## config.mk

```make
export PLATFORM = sky130hd
export DESIGN_NAME = flash_boot_loader
export DESIGN_NICKNAME = d
export VERILOG_FILES = /design/src/rtl/flash_pkg.sv /design/src/rtl/wb_single_xfer.sv /design/src/rtl/flash_boot_loader.sv
export SDC_FILE = /design/constraint.sdc
export NUM_CORES = 1
export LEC_CHECK = 0
export ABC_AREA = 0
export CAP_MARGIN = 10
export CORE_UTILIZATION = 40
export DETAILED_ROUTE_END_ITERATION = 6
export GPL_ROUTABILITY_DRIVEN = 0
export HOLD_SLACK_MARGIN = 0.05
export PLACE_DENSITY = 0.67
export REMOVE_ABC_BUFFERS = 1
export SETUP_SLACK_MARGIN = 0.05
export SLEW_MARGIN = 20
export SYNTH_ARGS = -nofsm -noshare
export SYNTH_HDL_FRONTEND = slang
export SYNTH_SLANG_ARGS = --single-unit
```

## constraint.sdc

```tcl
create_clock -name clk_bus -period 2.7 [get_ports clk_bus]
set_clock_uncertainty 0.2 [all_clocks]
set_input_delay 0.54 -clock clk_bus [delete_from_list [all_inputs] [get_ports clk_bus]]
set_output_delay 0.54 -clock clk_bus [all_outputs]
set_load 0.01 [all_outputs]
```

## src/rtl/flash_pkg.sv

```systemverilog
// rtl/flash_pkg.sv - shared state type and bus constants for the flash boot loader
package flash_pkg;

   // Copy sequencer states
   typedef enum logic [2:0] {
      IDLE    = 3'd0,
      SET_ADR = 3'd1,
      RD_DAT  = 3'd2,
      WR_RAM  = 3'd3,
      FINISH  = 3'd4,
      FAULT   = 3'd5
   } boot_state_t;

   // Flash slave register offsets from its bus base
   localparam logic [31:0] FLASH_DAT_OFS = 32'h0000_0000;
   localparam logic [31:0] FLASH_ADR_OFS = 32'h0000_0004;

   // Wishbone byte-lane selects
   localparam logic [3:0] WB_SEL_WORD = 4'hF;
   localparam logic [3:0] WB_SEL_NONE = 4'h0;

endpackage

```

## src/rtl/wb_single_xfer.sv

```systemverilog
// rtl/wb_single_xfer.sv - one Wishbone pipelined request: stall handshake, response, retry, timeout
module wb_single_xfer #(
   parameter int TIMEOUT   = 1024,
   parameter int MAX_RETRY = 3
) (
   input  logic i_clk,
   input  logic i_rst_n,
   input  logic i_en,
   input  logic i_ack,
   input  logic i_err,
   input  logic i_rty,
   input  logic i_stall,
   output logic o_stb,
   output logic o_done,
   output logic o_fault
);

   localparam int TW = $clog2(TIMEOUT + 1);
   localparam int RW = $clog2(MAX_RETRY + 2);
   localparam logic [TW-1:0] TMO_LAST = TW'(TIMEOUT - 1);
   localparam logic [RW-1:0] RTY_LAST = RW'(MAX_RETRY);

   localparam logic [1:0] X_IDLE = 2'd0;
   localparam logic [1:0] X_REQ  = 2'd1;
   localparam logic [1:0] X_WAIT = 2'd2;

   logic [1:0]    r_phase;
   logic [TW-1:0] r_tmo;
   logic [RW-1:0] r_rty;
   logic          w_wait;
   logic          w_rty_over;
   logic          w_tmo_over;

   // Responses only count while the request is outstanding; err beats ack, ack beats rty
   assign w_wait     = (r_phase == X_WAIT);
   assign w_rty_over = (r_rty == RTY_LAST);
   assign w_tmo_over = (r_tmo == TMO_LAST);
   assign o_stb      = (r_phase == X_REQ);
   assign o_done     = w_wait & i_ack & ~i_err;
   assign o_fault    = w_wait & (i_err
                               | (~i_ack & i_rty & w_rty_over)
                               | (~i_ack & ~i_rty & w_tmo_over));

   // Request / wait sequencing with retry and timeout counters
   always_ff @(posedge i_clk) begin
      if (!i_rst_n) begin
         r_phase <= X_IDLE;
         r_tmo   <= '0;
         r_rty   <= '0;
      end else begin
         case (r_phase)
            X_IDLE: begin
               if (i_en) begin
                  r_phase <= X_REQ;
                  r_rty   <= '0;
               end
            end
            X_REQ: begin
               if (!i_stall) begin
                  r_phase <= X_WAIT;
                  r_tmo   <= '0;
               end
            end
            X_WAIT: begin
               if (i_err || i_ack) begin
                  r_phase <= X_IDLE;
               end else if (i_rty) begin
                  if (w_rty_over) begin
                     r_phase <= X_IDLE;
                  end else begin
                     r_rty   <= r_rty + 1'b1;
                     r_phase <= X_REQ;
                  end
               end else if (w_tmo_over) begin
                  r_phase <= X_IDLE;
               end else begin
                  r_tmo <= r_tmo + 1'b1;
               end
            end
            default: r_phase <= X_IDLE;
         endcase
      end
   end

endmodule

```

## src/rtl/flash_boot_loader.sv

```systemverilog
// rtl/flash_boot_loader.sv - copies words from a byte-wide flash register pair into RAM over Wishbone
module flash_boot_loader
   import flash_pkg::*;
#(
   parameter logic [31:0] FLASH_BASE = 32'h0300_0000,
   parameter int          TIMEOUT    = 1024,
   parameter int          MAX_RETRY  = 3
) (
   input  logic        clk_bus,
   input  logic        rst_bus,
   input  logic        start,
   input  logic [22:0] src_addr,
   input  logic [31:0] dst_addr,
   input  logic [15:0] len_words,
   output logic        busy,
   output logic        done,
   output logic        error,
   output logic [31:0] dat_o,
   input  logic [31:0] dat_i,
   output logic [31:0] adr_o,
   output logic [3:0]  sel_o,
   output logic        we_o,
   output logic        cyc_o,
   output logic        stb_o,
   input  logic        ack_i,
   input  logic        err_i,
   input  logic        rty_i,
   input  logic        stall_i
);

   boot_state_t r_state;
   logic [22:0] r_src;
   logic [31:0] r_dst;
   logic [15:0] r_wcnt;
   logic [1:0]  r_bcnt;
   logic [31:0] r_word;
   logic        r_done;
   logic        r_error;
   logic        w_bus;
   logic        w_xdone;
   logic        w_xfault;
   logic        w_unused_dat;

   assign w_bus        = (r_state == SET_ADR) || (r_state == RD_DAT) || (r_state == WR_RAM);
   assign w_unused_dat = ^dat_i[31:8];
   assign busy         = w_bus;
   assign cyc_o        = w_bus;
   assign done         = r_done;
   assign error        = r_error;

   wb_single_xfer #(
      .TIMEOUT   (TIMEOUT),
      .MAX_RETRY (MAX_RETRY)
   ) u_xfer (
      .i_clk   (clk_bus),
      .i_rst_n (rst_bus),
      .i_en    (w_bus),
      .i_ack   (ack_i),
      .i_err   (err_i),
      .i_rty   (rty_i),
      .i_stall (stall_i),
      .o_stb   (stb_o),
      .o_done  (w_xdone),
      .o_fault (w_xfault)
   );

   // Bus payload decoded from state so it stays stable for the whole request
   always_comb begin
      adr_o = '0;
      dat_o = '0;
      we_o  = 1'b0;
      sel_o = WB_SEL_NONE;
      case (r_state)
         SET_ADR: begin
            adr_o = FLASH_BASE + FLASH_ADR_OFS;
            dat_o = {9'b0, r_src};
            we_o  = 1'b1;
            sel_o = WB_SEL_WORD;
         end
         RD_DAT: begin
            adr_o = FLASH_BASE + FLASH_DAT_OFS;
            sel_o = WB_SEL_WORD;
         end
         WR_RAM: begin
            adr_o = r_dst;
            dat_o = r_word;
            we_o  = 1'b1;
            sel_o = WB_SEL_WORD;
         end
         default: ;
      endcase
   end

   // Copy sequencer: address write, byte read, four bytes per RAM word write
   always_ff @(posedge clk_bus) begin
      if (!rst_bus) begin
         r_state <= IDLE;
         r_src   <= '0;
         r_dst   <= '0;
         r_wcnt  <= '0;
         r_bcnt  <= '0;
         r_word  <= '0;
         r_done  <= 1'b0;
         r_error <= 1'b0;
      end else begin
         r_done <= (r_state == FINISH);
         case (r_state)
            IDLE: begin
               if (start) begin
                  r_src   <= src_addr;
                  r_dst   <= dst_addr;
                  r_wcnt  <= len_words;
                  r_bcnt  <= '0;
                  r_error <= 1'b0;
                  r_state <= (len_words == 16'd0) ? FINISH : SET_ADR;
               end
            end
            SET_ADR: begin
               if (w_xfault) begin
                  r_state <= FAULT;
                  r_error <= 1'b1;
               end else if (w_xdone) begin
                  r_state <= RD_DAT;
               end
            end
            RD_DAT: begin
               if (w_xfault) begin
                  r_state <= FAULT;
                  r_error <= 1'b1;
               end else if (w_xdone) begin
                  r_word[{r_bcnt, 3'b000} +: 8] <= dat_i[7:0];
                  r_src   <= r_src + 23'd1;
                  r_bcnt  <= r_bcnt + 2'd1;
                  r_state <= (r_bcnt == 2'd3) ? WR_RAM : SET_ADR;
               end
            end
            WR_RAM: begin
               if (w_xfault) begin
                  r_state <= FAULT;
                  r_error <= 1'b1;
               end else if (w_xdone) begin
                  r_dst   <= r_dst + 32'd4;
                  r_wcnt  <= r_wcnt - 16'd1;
                  r_state <= (r_wcnt == 16'd1) ? FINISH : SET_ADR;
               end
            end
            FINISH:  r_state <= IDLE;
            FAULT:   r_state <= IDLE;
            default: r_state <= IDLE;
         endcase
      end
   end

endmodule

```

==> flow_metrics.env <==
export IMPL_power_frac_clock=0.287
export IMPL_dp_worst_setup_slack_ns=-0.05739
export IMPL_cp_start_kind="flop"
export IMPL_synth_area_per_cell_um2=7.644
export IMPL_final_cell_count_no_fill=1391
export IMPL_drt_total_wl_um=24060
export IMPL_relSlewSlack=0.4379
export IMPL_placedCellCount=1356
export IMPL_gr_total_overflow=0
export IMPL_drc=0
export IMPL_antenna_found_initial=0
export IMPL_worst_slack_ns=0.1303
export IMPL_clkTransAtPathRegs_ns=0.06
export IMPL_die_area_um2=19420
export IMPL_layout_common_cells="dfxtp_1 (123), nand2_1 (114), clkdlybuf4s50_1 (88)"
export IMPL_required_ns=1.96
export IMPL_io_buffers=159
export IMPL_area_growth_synth_to_final_pct=35.82
export IMPL_drt_iter0_markers=839
export IMPL_fin_crit_ns=2.570
export IMPL_timing_rr_start="r_state[1]$_SDFFE_PN0P_"
export IMPL_syn_cell_area_um2=7545
export IMPL_synth_edf_count=0
export IMPL_clk_latency_ns=0.43
export IMPL_synth_top_cell_area_share=0.3343
export IMPL_antenna_left=0
export IMPL_post_dp_hpwl_um=16570
export IMPL_clockBufferDepth=2
export IMPL_critPathKind="reg2out"
export IMPL_routedWlPerCell_um=17.30
export IMPL_die_x_um=139.3
export IMPL_finalSetupTns_ns=0
export IMPL_timing_fmax_ghz=0.3892
export IMPL_hp_start="r_dst[0]$_SDFFE_PN0P_"
export IMPL_clock_sinks=126
export IMPL_worstMarginPinSlew_ns=0.8432
export IMPL_ys_types=78
export IMPL_rsz0062_at_grt="false"
export IMPL_hold_depth=2
export IMPL_grt_pass1_wl_um=39010
export IMPL_layout_commonest_cell="dfxtp_1"
export IMPL_nFillCells=1724
export IMPL_p_int_uw=4550
export IMPL_core_area_um2=18210
export IMPL_rows=49
export IMPL_yosysSeqAreaShare=0.3343
export IMPL_dieHeight_um=139.3
export IMPL_synth_ff_latch_count=126
export IMPL_h_tree_depth=4
export IMPL_drive_gt1_frac=0.1162
export IMPL_ys_flop_type="dfxtp_1"
export IMPL_drv_cap=0
export IMPL_setup_violations=0
export IMPL_outcome="complete, no violations"
export IMPL_cts_buffers=17
export IMPL_worst_endpoint_arrival_ns=1.83
export IMPL_grt_max_degree=98
export IMPL_yosys_area_top_type="dfxtp_1"
export IMPL_syn_inst=987
export IMPL_ff2ff_path_depth=6
export IMPL_dr_wl_met3_um=1524
export IMPL_highest_layer="met4"
export IMPL_cts_hold_buf=0
export IMPL_place_area_um2=9683
export IMPL_hold_slack_ns=0.2504
export IMPL_pwr_share_comb=0.370
export IMPL_start_util=0.4143
export IMPL_r2r_end="r_src[12]$_SDFFE_PN0P_"
export IMPL_slew_viol_final=0
export IMPL_via_per_inst=5.860
export IMPL_power_leakage_uw=0.004099
export IMPL_power_density_nw_per_um2=717.4
export IMPL_grt_pass1_vias=7507
export IMPL_hold_viol=0
export IMPL_ys_warnings_count=0
export IMPL_period_share=0.9517
export IMPL_clockRootBuffer="clkbuf_16"
export IMPL_diodes=0
export IMPL_worstPathMaxFanout=27
export IMPL_wl_met2_um=10810
export IMPL_p_seq_frac=0.343
export IMPL_async_reset_ff_frac=0
export IMPL_wl_met1_um=11230
export IMPL_vias=8151
export IMPL_switchingPower_uw=2801
export IMPL_dr_pass1_iters=5
export IMPL_global_route_usage_total=0.2492
export IMPL_swShare=0.3810
export IMPL_cts_tree="done"
export IMPL_synth_area_leaders="dfxtp_1 (33%), nand2_1 (5.7%), a21oi_1 (5.3%)"
export IMPL_min_to="r_dst[0]$_SDFFE_PN0P_"
export IMPL_cp_end_kind="primary output"
export IMPL_io_pins=184
export IMPL_nNetsFinal=1271
export IMPL_ir_drop_mv=0.4879
export IMPL_hp_class="reg2reg"
export IMPL_reg2reg_setup_slack_ns=0.34
export IMPL_postLayoutCellArea_um2=10250
[cell families (layout without fill, tap and decap cells)]
group,Yosys count,in the layout,share of synthesized area
adders and majority gates,12,12,0.01990
buffers and inverters,98,273,0.05439
AOI/OAI and AO/OA,310,310,0.2746
and+or+nand+nor,434,434,0.3076
xor gates and xnor gates,1,1,0.001161
muxes,6,6,0.007961
DFF,126,126,0.3343
[registers in the layout (all words and copies together) (netlist names)]
signal	count
r_state	3
r_word	32
u_xfer.r_tmo	11
error	1
r_src	23
done	1
r_dst	32
r_wcnt	16
r_bcnt	2
u_xfer.r_rty	3
u_xfer.r_phase	2
[worst max-delay path, cell delays in order, from the launching register on]
cell	delay [ns]
dfxtp_2	0.36
and3b_4	0.39
buf_12	0.19
and2_1	0.18
dlygate4sd2_1	0.29
[cell type report]
type	instances	area (um^2)	area share
Inverter	20	75.07	0.007326
Timing Repair Buffer	221	2177	0.2125
Multi-Input combinational cell	763	4636	0.4524
Clock buffer	17	425.4	0.04151
Tap cell	229	286.5	0.02796
Clock inverter	15	118.9	0.01160
Sequential cell	126	2529	0.2468
[Yosys cell counts, drive strengths merged, types with 4 or more instances]
| master | count |
|---|---|
| o41ai | 5 |
| o31a | 6 |
| nand4 | 42 |
| or3 | 11 |
| and4 | 8 |
| nor4 | 17 |
| dfxtp | 126 |
| a211oi | 11 |
| ha | 12 |
| a31oi | 10 |
| nor3 | 26 |
| clkbuf | 53 |
| nand3 | 40 |
| mux2i | 6 |
| nor3b | 7 |
| a32oi | 5 |
| a22oi | 6 |
| buf | 25 |
| nor2b | 4 |
| and3 | 11 |
| a221oi | 4 |
| nor2 | 80 |
| nand2 | 115 |
| and2 | 43 |
| o22ai | 11 |
| o31ai | 4 |
| o21ai | 81 |
| a41oi | 4 |
| a21oi | 83 |
| or4 | 11 |
| a311oi | 6 |
| o21a | 11 |
| nand2b | 6 |
| o211ai | 7 |
| inv | 20 |
| o221ai | 5 |
| a22o | 24 |
| o221a | 7 |
[power by group through the flow]
stage          clock (uW)  sequential (uW)  combinational, uW
6_report             2110             2520               2720
5_1_grt              2240             2570               2960
4_1_cts              2130             2500               2730
3_5_place_dp            0             2530               2720
3_3_place_gp            0             2530               2700
2_1_floorplan           0             2470               1440
[timing repair]
action,CTS,global route
setup buffers,2,0
endpoints found under the setup margin,70,10
cloned,1,0
pin swaps,2,0
resized for setup,67,11
[metal layers]
metal | vias up | GRT usage
met1 | 3783 | 0.3430
met4 | 0 | 0.08596
met2 | 323 | 0.3909
li1 | 4011 | -
met3 | 34 | 0.04439
met5 | - | 0
[worst max-delay path by stage]
stage,startpoint,to
after global placement,err_i,r_src[19]$_SDFFE_PN0P_
after detailed placement,err_i,r_dst[31]$_SDFFE_PN0P_
after floorplan,r_state[0]$_SDFFE_PN0P_,r_dst[31]$_SDFFE_PN0P_
after global routing,r_state[2]$_SDFFE_PN0P_,adr_o[26]
final,r_state[2]$_SDFFE_PN0P_,adr_o[26]
after CTS,r_state[0]$_SDFFE_PN0P_,sel_o[0]
[metrics by stage]
step,utilization,power [uW]
floorplan,-,3903
global placement,0.5318,5227
detailed placement,0.5318,5254
CTS,0.5613,7358
global route,0.5628,7760
finish,0.5628,7351
Note: power is estimated with default switching activity, not from simulation.
